--- src/rtl/ram_pkg.sv ---
// Shared definitions for the RAM burst reader.
// State encoding is kept here so the bench and other blocks agree on it.
package ram_pkg;

  typedef logic [1:0] state_t;

  localparam state_t S_IDLE  = 2'd0;
  localparam state_t S_READ  = 2'd1;
  localparam state_t S_DRAIN = 2'd2;

endpackage

--- src/rtl/ram_burst_reader_if.sv ---
// Command and output-stream handshake bundle for the burst reader.
// master drives commands and consumes words; slave is the reader.
interface ram_burst_reader_if #(
  parameter int width   = 8,
  parameter int widthad = 8
);

  logic               cmd_valid;
  logic               cmd_ready;
  logic [widthad-1:0] cmd_addr;
  logic [widthad:0]   cmd_len;
  logic               out_valid;
  logic               out_ready;
  logic [width-1:0]   out_data;
  logic               out_last;
  logic               done;

  modport master (
    output cmd_valid, cmd_addr, cmd_len, out_ready,
    input  cmd_ready, out_valid, out_data, out_last, done
  );

  modport slave (
    input  cmd_valid, cmd_addr, cmd_len, out_ready,
    output cmd_ready, out_valid, out_data, out_last, done
  );

endinterface

--- src/rtl/ram_rd_skid.sv ---
// Two-entry output buffer absorbing RAM read latency.
// Entry e0 is always the head presented downstream.
module ram_rd_skid #(
  parameter int width = 8
) (
  input  logic             clk,
  input  logic             rst,
  input  logic             push,
  input  logic             pop,
  input  logic [width-1:0] din,
  output logic [width-1:0] dout,
  output logic [1:0]       count
);

  logic [width-1:0] e0;
  logic [width-1:0] e1;

  assign dout = e0;

  always_ff @(posedge clk or posedge rst) begin
    if (rst) begin
      e0    <= '0;
      e1    <= '0;
      count <= '0;
    end else begin
      unique case ({push, pop})
        2'b10: begin
          if (count == 2'd0) e0 <= din;
          else               e1 <= din;
          count <= count + 2'd1;
        end
        2'b01: begin
          e0    <= e1;
          count <= count - 2'd1;
        end
        2'b11: begin
          if (count == 2'd1) begin
            e0 <= din;
          end else begin
            e0 <= e1;
            e1 <= din;
          end
        end
        default: ;
      endcase
    end
  end

endmodule

--- src/rtl/ram_burst_reader.sv ---
// Streams a burst of consecutive RAM words out through a valid/ready port.
// Reads are throttled so buffered plus in-flight words never exceed two.
module ram_burst_reader
  import ram_pkg::*;
#(
  parameter int width   = 8,
  parameter int widthad = 8
) (
  input  logic                clk,
  input  logic                rst,
  ram_burst_reader_if.slave   bus,
  output logic [widthad-1:0]  rdaddress,
  input  logic [width-1:0]    q
);

  localparam logic [widthad:0]   LEN1 = (widthad+1)'(1);
  localparam logic [widthad-1:0] ADR1 = widthad'(1);

  state_t           state;
  logic [widthad:0] remaining;
  logic [widthad:0] left;
  logic             inflight;
  logic             done_q;
  logic [1:0]       count;
  logic [2:0]       occ;
  logic [width-1:0] dout;
  logic             valid;
  logic             last;
  logic             pop;
  logic             issue;
  logic             accept;

  assign valid  = (count != 2'd0);
  assign last   = valid && (left == LEN1);
  assign pop    = valid && bus.out_ready;
  assign accept = bus.cmd_valid && (state == S_IDLE);
  assign occ    = {1'b0, count} + {2'b0, inflight} - {2'b0, pop};
  assign issue  = (state == S_READ) && (occ < 3'd2);

  assign bus.cmd_ready = (state == S_IDLE);
  assign bus.out_valid = valid;
  assign bus.out_data  = dout;
  assign bus.out_last  = last;
  assign bus.done      = done_q;

  ram_rd_skid #(
    .width(width)
  ) u_skid (
    .clk  (clk),
    .rst  (rst),
    .push (inflight),
    .pop  (pop),
    .din  (q),
    .dout (dout),
    .count(count)
  );

  always_ff @(posedge clk or posedge rst) begin
    if (rst) begin
      state     <= S_IDLE;
      rdaddress <= '0;
      remaining <= '0;
      left      <= '0;
      inflight  <= 1'b0;
      done_q    <= 1'b0;
    end else begin
      done_q   <= 1'b0;
      inflight <= issue;
      if (pop) left <= left - LEN1;
      unique case (1'b1)
        state == S_IDLE: begin
          if (accept) begin
            if (bus.cmd_len != '0) begin
              state     <= S_READ;
              rdaddress <= bus.cmd_addr;
              remaining <= bus.cmd_len;
              left      <= bus.cmd_len;
            end else begin
              done_q <= 1'b1;
            end
          end
        end
        state == S_READ: begin
          if (issue) begin
            remaining <= remaining - LEN1;
            // last issue keeps the final address on the bus
            if (remaining == LEN1) state <= S_DRAIN;
            else rdaddress <= rdaddress + ADR1;
          end
        end
        state == S_DRAIN: begin
          if (pop && last) begin
            state  <= S_IDLE;
            done_q <= 1'b1;
          end
        end
        default: state <= S_IDLE;
      endcase
    end
  end

endmodule

--- src/flat_wrapper.sv ---
// flat-port wrapper written by rule: the top's interface ports become plain ports
module ram_burst_reader_flat import ram_pkg::*;
#(
  parameter int width   = 8,
  parameter int widthad = 8
)
  (clk, rst, rdaddress, q, bus_cmd_valid, bus_cmd_addr, bus_cmd_len, bus_out_ready, bus_cmd_ready, bus_out_valid, bus_out_data, bus_out_last, bus_done);
  ram_burst_reader_if #(.width(width), .widthad(widthad)) bus_i ();
  input  logic clk;
  input  logic rst;
  output logic [widthad-1:0] rdaddress;
  input  logic [width-1:0] q;
  input wire logic [$bits(bus_i.cmd_valid)-1:0] bus_cmd_valid;
  input wire logic [$bits(bus_i.cmd_addr)-1:0] bus_cmd_addr;
  input wire logic [$bits(bus_i.cmd_len)-1:0] bus_cmd_len;
  input wire logic [$bits(bus_i.out_ready)-1:0] bus_out_ready;
  output wire logic [$bits(bus_i.cmd_ready)-1:0] bus_cmd_ready;
  output wire logic [$bits(bus_i.out_valid)-1:0] bus_out_valid;
  output wire logic [$bits(bus_i.out_data)-1:0] bus_out_data;
  output wire logic [$bits(bus_i.out_last)-1:0] bus_out_last;
  output wire logic [$bits(bus_i.done)-1:0] bus_done;
  assign bus_i.cmd_valid = bus_cmd_valid;
  assign bus_i.cmd_addr = bus_cmd_addr;
  assign bus_i.cmd_len = bus_cmd_len;
  assign bus_i.out_ready = bus_out_ready;
  assign bus_cmd_ready = bus_i.cmd_ready;
  assign bus_out_valid = bus_i.out_valid;
  assign bus_out_data = bus_i.out_data;
  assign bus_out_last = bus_i.out_last;
  assign bus_done = bus_i.done;
  ram_burst_reader #(.width(width), .widthad(widthad)) u_core (.clk(clk), .rst(rst), .bus(bus_i), .rdaddress(rdaddress), .q(q));
endmodule
--- config.mk ---
export PLATFORM = sky130hd
export DESIGN_NAME = ram_burst_reader_flat
export DESIGN_NICKNAME = d
export VERILOG_FILES = /design/src/rtl/ram_pkg.sv /design/src/rtl/ram_burst_reader_if.sv /design/src/rtl/ram_rd_skid.sv /design/src/rtl/ram_burst_reader.sv /design/src/flat_wrapper.sv
export SDC_FILE = /design/constraint.sdc
export NUM_CORES = 1
export LEC_CHECK = 0
export ABC_AREA = 1
export CAP_MARGIN = 5
export CORE_ASPECT_RATIO = 1.75
export CORE_MARGIN = 1.5
export CORE_UTILIZATION = 52
export CTS_BUF_LIST = sky130_fd_sc_hd__clkbuf_2 sky130_fd_sc_hd__clkbuf_4 sky130_fd_sc_hd__clkbuf_8
export DETAILED_ROUTE_END_ITERATION = 10
export PLACE_DENSITY = 0.83
export SYNTH_ARGS = -nofsm -noshare
export SYNTH_HDL_FRONTEND = slang
export SYNTH_SLANG_ARGS = --single-unit
--- constraint.sdc ---
create_clock -name clk -period 4.5 [get_ports clk]
set_input_delay 0.9 -clock clk [delete_from_list [all_inputs] [get_ports clk]]
set_output_delay 0.9 -clock clk [all_outputs]
set_load 0.005 [all_outputs]
==> Flow_metrics.wiki, run 1 <==
{| class="wikitable"
! Metric !! Value
|-
| Outcome || finished clean
|-
| Path depth of the worst reg2reg path || 13
|-
| Actual slew at the worst max-slew pin || between 0.9 and 1 ns
|-
| Cell chosen for the clock root || clkbuf_8
|-
| Post-Layout Cell Count || 524
|-
| Clock transition time at the flip-flop clock pins of the worst setup and hold paths || ~0.080 ns
|-
| Slew headroom || around a third
|-
| Number of register bits inferred by synthesis || 48
|-
| Worst hold endpoint || u_core.remaining[6]$_DFFE_PP0P_
|-
| Synthesized Nets || 437
|-
| Number of global-route vias before repair || 2735
|-
| Origin of the worst min-delay path || u_core.remaining[6]$_DFFE_PP0P_
|-
| Clock tree skew after final layout || 0.00859 ns
|-
| Number of endpoints failing setup at the final stage || 0
|-
| Cell taking the most area after synthesis || dfrtp_1
|-
| Wire per inst || 13.3 µm
|-
| Flop pwr share || 32.0%
|-
| X dimension of the die || 60.0 µm
|-
| Resized Gates After CTS || 0
|-
| Final Max Slew Viols || 0
|-
| Number of hold-slack violations in the final timing report || 0
|-
| Number of library cell types mapped by synthesis || 37
|-
| Final weighted congestion in routability-driven placement || approximately 0.83
|-
| Fraction of power spent switching nets || a little under half
|-
| Worst hold path stage count || 2
|-
| First-pass GRT wire length || 11700 µm
|-
| Die Y-Extent || just over 100 µm
|-
| Cell area after technology mapping || about 3000 µm²
|-
| DP Wirelength || 5200 µm
|-
| 1st-iter DRT viols || roughly 140
|-
| Required time worst endpoint || 4.69 ns
|-
| NetSw || 1.11 mW
|-
| Count leader, synth || nand2_1
|-
| Starting density of the core || a little over half
|-
| Critical Path Fanout Max || 8
|-
| Count of vias placed by the detailed router || 2743
|-
| Critical Setup Path Class || input pin to flop
|-
| Path class of the lowest-slack min-delay path || flop to flop
|-
| Overall die area || roughly 6000 µm²
|-
| Post-route setup TNS || 0 ns
|-
| Port buffer count || 48
|-
| Commonest cells post-synth || nand2_1, inv_1, dfrtp_1, nand3_1, nor2_1
|-
| Internal Pwr Total || 1.35 mW
|-
| Leak Pwr || 1.83 nW
|-
| Startpoint of the worst setup timing path || bus_out_ready
|-
| Maximum number of pins on one net before global-route repair || 49
|-
| Cells taking the most area after synthesis || dfrtp_1, nand2_1, inv_1
|-
| Number of enable-type register cells in the synthesized netlist || 0
|-
| Post-placement cell count || roughly 520
|-
| Tmin final || 3.40 ns
|-
| Portion of synthesized cell area occupied by the leading cell type || 40.7%
|-
| Avg Inst Size Synth || 7.40 µm²
|-
| Primary flip-flop cell chosen by synthesis mapping || dfrtp_1
|-
| Clock network fraction of design power || approximately an eighth
|-
| Count of pins on the block boundary || 49
|-
| Post-synthesis sequential area ratio || between 40% and 50%
|-
| Std cell rows || 36
|-
| Number of buffers added to fix hold violations after cts || 0
|-
| Capturing point of the worst reg2reg path || u_core.rdaddress[5]$_DFFE_PP0P_
|-
| Worst endpoint data arrival time || 3.59 ns
|-
| Layout Nets || 485
|-
| CP Capture Type || flop
|-
| Average vias per placed instance || 5.23
|-
| Cell count after synthesis || between 300 and 400
|-
| Overall track demand over capacity in global routing || 24.9%
|-
| Setup repair after global routing missed its margin || no
|-
| Number of antenna repair diodes || 0
|-
| Max Freq || 294 MHz
|-
| Filler Cells Inserted || 484
|-
| Fraction of registers with async set or reset after synthesis || 100%
|-
| Number of buffers created by CTS || 5
|-
| Number of remaining DRC errors || 0
|-
| Maximum level of the CTS H-tree || 2
|-
| Core Footprint || 5540 µm²
|-
| # clock sinks || 48
|-
| Max Buffers Root-to-Sink || 2
|-
| Remaining global-route overflow || 0
|-
| # Max-Cap Violations || 0
|-
| Pwr per Cell Area || a little under 700 nW/µm²
|-
| Wire length reported by the detailed router || between 6000 and 7000 µm
|-
| Share of cells above drive strength 1 || 8.48%
|-
| TritonCTS clock tree || yes
|-
| Fraction of the cycle the final worst path needs || 75.5%
|-
| Remaining antenna violation count || 0
|-
| Setup Fix Bufs, Post-CTS || 0
|-
| Flop2flop setup slack || 1.48 ns
|-
| Number of antenna violations at the first check in global routing || 0
|-
| Worst r2r src || u_core.u_skid.count[1]$_DFFE_PP0N_
|-
| Max IR drop VDD || between 0.0004 and 0.0005 V
|-
| Layout area overhead || 21.9%
|-
| Pre-antenna DRT Iters || 4
|-
| Clock insertion delay at the later pin of the skew report || roughly 0.31 ns
|-
| Logic pwr share || a little under three fifths
|-
| Yosys warns || 0
|-
| Kind of start point of the critical path || input pin
|}
-- final cells by class --
class	count	area, µm²	share of cell area (%)
Clock inverter	2	35.0	0.974
Multi-Input combinational cell	282	1470	40.8
Clock buffer	6	76.3	2.12
Timing Repair Buffer	48	480	13.4
Inverter	62	240	6.68
Tap cell	76	95.1	2.64
Sequential cell	48	1200	33.4
-- per-stage QoR --
stage / util, % / worst slack (ns) / area, µm² / total power, mW / hold slack (ns)
floorplan: - / 1.64 / 2950 / 1.74 / 0.442
global placement: 62.9 / 0.984 / 3490 / 2.08 / 0.462
detailed placement: 62.9 / 0.860 / 3490 / 2.13 / 0.463
CTS: 64.9 / 1.11 / 3600 / 2.47 / 0.483
global route: 64.9 / 0.951 / 3600 / 2.68 / 0.522
finish: 64.9 / 1.10 / 3600 / 2.46 / 0.479
-- kinds of logic (layout without fill, tap and decap cells) --
family / Yosys count / in the layout / synth area share (%)
AO/OA/AOI/OAI: 44 / 44 / 9.71
XOR/XNOR: 4 / 4 / 1.19
buffers and inverters: 69 / 118 / 9.54
adder cells (fa/ha/maj): 9 / 9 / 4.07
AND/OR/NAND/NOR: 225 / 225 / 34.8
flip-flops: 48 / 48 / 40.7
-- layout by cell type (no fill, tap or decap), drive strengths merged, types with 2 or more instances in the layout --
cell type / count
nand2: 132
inv: 62
clkdlybuf4s50: 48
dfrtp: 48
nand3: 45
nor2: 41
o21ai: 20
a21oi: 10
o221ai: 8
ha: 8
clkbuf: 6
o21bai: 3
xor2: 3
or2: 3
o22ai: 2
nand4: 2
-- worst max-delay path, stage by stage --
cell and delay, ns:
clkdlybuf4s50_1 0.52, inv_2 0.08, nor2_4 0.15, inv_1 0.13, ha_1 0.34, nor2_1 0.15, fa_1 0.46, a21oi_1 0.26
nand3_4 0.12, nand2_4 0.12, nand3_2 0.18, nand2_1 0.12, nand2_1 0.06
-- routing by layer --
metal | share of wire, % | GRT usage [%]
met4 | 2.8 | 12.8
met1 | 36 | 24.0
met3 | 4.1 | 4.02
met2 | 57 | 48.1
met5 | 0 | 0
-- sequential cells by signal (all words and copies together), names as in the netlist, 2 cells and up --
register	cells
u_core.state	2
u_core.left	9
u_core.u_skid.e1	8
u_core.u_skid.count	2
u_core.rdaddress	8
u_core.u_skid.dout	8
u_core.remaining	9
-- how the worst max path moves through the flow --
stage,slack [ns],endpoint,cells after the start
after global routing,0.95,u_core.rdaddress[7]$_DFFE_PP0P_,13
final,1.10,u_core.rdaddress[5]$_DFFE_PP0P_,13
after global placement,0.98,u_core.rdaddress[7]$_DFFE_PP0P_,13
after CTS,1.11,u_core.rdaddress[3]$_DFFE_PP0P_,13
after floorplan,1.64,u_core.rdaddress[0]$_DFFE_PP0P_,12
after detailed placement,0.86,u_core.rdaddress[0]$_DFFE_PP0P_,13
-- power by group through the flow --
stage	sequential, mW	combinational (mW)	clock [mW]
after CTS	0.788	1.36	0.321
after global placement	0.787	1.30	0
final	0.790	1.36	0.318
after detailed placement	0.796	1.34	0
after floorplan	0.770	0.967	0
after global routing	0.814	1.53	0.337
(Power assumes the default switching activity.)
==> run 2: changes to the inputs <==
CORE_UTILIZATION = 50   (was 52)
PLACE_DENSITY = 0.84   (was 0.83)
clock period = 3 ns   (was 4.5 ns; I/O delays follow)
==> Flow_metrics.wiki, run 2 (synthesis gave the netlist of run 1 again) <==
{| class="wikitable"
! Metric !! Value
|-
| TritonCTS clock tree || yes
|-
| Overall die area || 6390 µm² (+3.8%)
|-
| Number of antenna repair diodes || 0 (unchanged)
|-
| Number of buffers added to fix hold violations after cts || 0 (unchanged)
|-
| Number of global-route vias before repair || 2747 (+0.44%)
|-
| Tmin final || between 2 and 3 ns
|-
| Number of buffers created by CTS || 5 (unchanged)
|-
| Share of cells above drive strength 1 || 9.69% (+1.2 points)
|-
| Max Buffers Root-to-Sink || 2 (unchanged)
|-
| Pre-antenna DRT Iters || 4 (unchanged)
|-
| Met2 Track Usage GR || 43.5% (-4.5 points)
|-
| Number of antenna violations at the first check in global routing || 0 (unchanged)
|-
| CP Capture Type || flop
|-
| Remaining global-route overflow || 0 (unchanged)
|-
| 1st-iter DRT viols || 113 (-20%)
|-
| Required time worst endpoint || 3.20 ns (-1.49 ns)
|-
| Instance area at placement || 3530 µm² (+1.3%)
|-
| Slew headroom || 57.5% (+24 points)
|-
| Kind of start point of the critical path || input pin
|-
| Commonest non-fill, non-tap cell in the layout || nand2_1
|-
| Commonest cells after routing, fill and taps aside || nand2_1, inv_1, clkdlybuf4s50_1, dfrtp_1, nand3_1
|-
| Worst-path cell chain || clkdlybuf4s50_1, inv_2, nor2_4, inv_1, ha_1, nor2_1, fa_1, a21oi_1, nand3_4, nand2_4, nand3_2, nand2_1, nand2_1
|-
| Count of vias placed by the detailed router || 2774 (+1.1%)
|-
| Leak Pwr || 1.85 nW (+1.3%)
|-
| Maximum level of the CTS H-tree || 2 (unchanged)
|-
| Number of hold-slack violations in the final timing report || 0 (unchanged)
|-
| Global Route met3 Usage || 3.84% (-0.18 points)
|-
| Layout Nets || 491 (+1.2%)
|-
| Remaining antenna violation count || 0 (unchanged)
|-
| Number of endpoints failing setup at the final stage || 0 (unchanged)
|-
| Clock insertion delay at the later pin of the skew report || 0.31 ns (about the same)
|-
| Resized Gates After CTS || 0 (unchanged)
|-
| GR Layer Usage met1 || 22.5% (-1.5 points)
|-
| Clock transition time at the flip-flop clock pins of the worst setup and hold paths || 0.09 ns (about the same)
|-
| Std cell rows || 36 (unchanged)
|-
| # Max-Cap Violations || 0 (unchanged)
|-
| Average vias per placed instance || 5.23 (about the same)
|-
| Starting density of the core || 52.4% (-0.85 points)
|-
| # clock sinks || 48 (unchanged)
|-
| Critical Path Fanout Max || 8 (unchanged)
|-
| Wire per inst || 13.0 µm (-2.2%)
|-
| Setup repair after global routing missed its margin || no
|-
| Wire length reported by the detailed router || 6880 µm (-1.1%)
|-
| Max Freq || ~350 MHz
|-
| Count of pins on the block boundary || 49 (unchanged)
|-
| First-pass GRT wire length || 11400 µm (-2.1%)
|-
| Final Max Slew Viols || 0 (unchanged)
|-
| CP max stage cell || clkdlybuf4s50_1
|-
| Core Footprint || 5630 µm² (+1.6%)
|-
| Biggest cell delay along the critical path || 0.49 ns (-0.03 ns)
|-
| Overall track demand over capacity in global routing || 22.9% (-2.0 points)
|-
| X dimension of the die || 61.1 µm (+1.9%)
|-
| Maximum number of pins on one net before global-route repair || 32 (-35%)
|-
| Number of remaining DRC errors || 0 (unchanged)
|-
| Actual slew at the worst max-slew pin || 0.636 ns (-0.357 ns)
|-
| Most frequent cell on the critical path || nand2_1
|-
| Post-route cell area || 3640 µm² (+1.3%)
|-
| Die Y-Extent || 105 µm (+1.9%)
|-
| DP Wirelength || 5380 µm (+3.3%)
|-
| Largest registers ranked by flip-flop count || u_core.left (9), u_core.remaining (9)
|-
| Worst endpoint data arrival time || 3.02 ns (-0.57 ns)
|-
| Max IR drop VDD || 0.000553 V (+11%)
|-
| Outcome || finished clean
|-
| Layout area overhead || 23.4%
|-
| Top delay family on crit path || simple AND/OR/NAND/NOR gates
|-
| Setup Fix Bufs, Post-CTS || 0 (unchanged)
|-
| Pwr per Cell Area || 1020 nW/µm² (+48%)
|-
| Clock tree skew after final layout || 0.00945 ns (+0.000858 ns)
|-
| CP bufs+invs || 3 (unchanged)
|-
| Post-Layout Cell Count || 530 (+1.1%)
|-
| Critical Setup Path Class || input pin to flop
|-
| Cell chosen for the clock root || clkbuf_8
|-
| Flop2flop setup slack || 0.22 ns (-1.26 ns)
|-
| Fraction of the cycle the final worst path needs || between 90% and 100%
|-
| Final weighted congestion in routability-driven placement || 0.854 (+3.4%)
|-
| Port buffer count || 48 (unchanged)
|-
| Path class of the lowest-slack min-delay path || flop to flop
|-
| Post-placement cell count || 522 (+1.2%)
|-
| Most heavily used metal layer in global routing || met2
|}
run 2: where the power goes:
group,internal [mW],total [mW],switching (mW)
Combinational,0.838,2.05,1.21
Sequential,0.957,1.18,0.226
Clock,0.247,0.474,0.227
run 2: final timing paths:
| check | startpoint | endpoint | depth (start not counted) |
|---|---|---|---|
| max | bus_out_ready | u_core.rdaddress[3]$_DFFE_PP0P_ | 13 |
| min in group asynchronous | rst | u_core.u_skid.dout[2]$_DFFE_PP0P_ | 2 |
| min | u_core.remaining[6]$_DFFE_PP0P_ | u_core.remaining[6]$_DFFE_PP0P_ | 2 |
| max reg2reg | u_core.u_skid.count[1]$_DFFE_PP0N_ | u_core.rdaddress[3]$_DFFE_PP0P_ | 13 |
| max in group asynchronous | rst | u_core.remaining[5]$_DFFE_PP0P_ | 3 |
| min reg2reg | u_core.remaining[6]$_DFFE_PP0P_ | u_core.remaining[6]$_DFFE_PP0P_ | 2 |
run 2: layout make-up:
class                      count  area, µm²
timing repair buffer          54        526
inverter                      62        240
clock inverter                 3       42.5
multi-input combinational    282       1470
clock buffer                   5       68.8
tap                           76       95.1
sequential                    48       1200
fill                         489       1990
run 2: tightest hold or removal path, cell delays in order, from the launching register on:
cell	delay, ns
dfrtp_1	0.36
nand2_1	0.05
nand2_1	0.04
run 2: layer usage:
layer	up-vias	wire length [µm]	part of all wire, %
li1	1365	-	-
met1	1314	2450	36
met2	77	4000	58
met3	18	261	3.8
met4	0	167	2.4
met5	-	0	0
run 2: through the flow:
| stage | hold WS [ns] | setup WS, ns | TNS, ns | power, mW | util, % |
|---|---|---|---|---|---|
| 2_1_floorplan | 0.442 | 0.368 | 0 | 2.61 | - |
| 4_1_cts | 0.482 | 0.168 | 0 | 3.72 | 64.7 |
| 3_3_place_gp | 0.459 | -0.0371 | -0.273 | 3.14 | 62.7 |
| 5_1_grt | 0.496 | 0.00940 | 0 | 4.05 | 64.7 |
| 6_report | 0.482 | 0.181 | 0 | 3.70 | 64.7 |
| 3_5_place_dp | 0.460 | -0.125 | -1.43 | 3.23 | 62.7 |
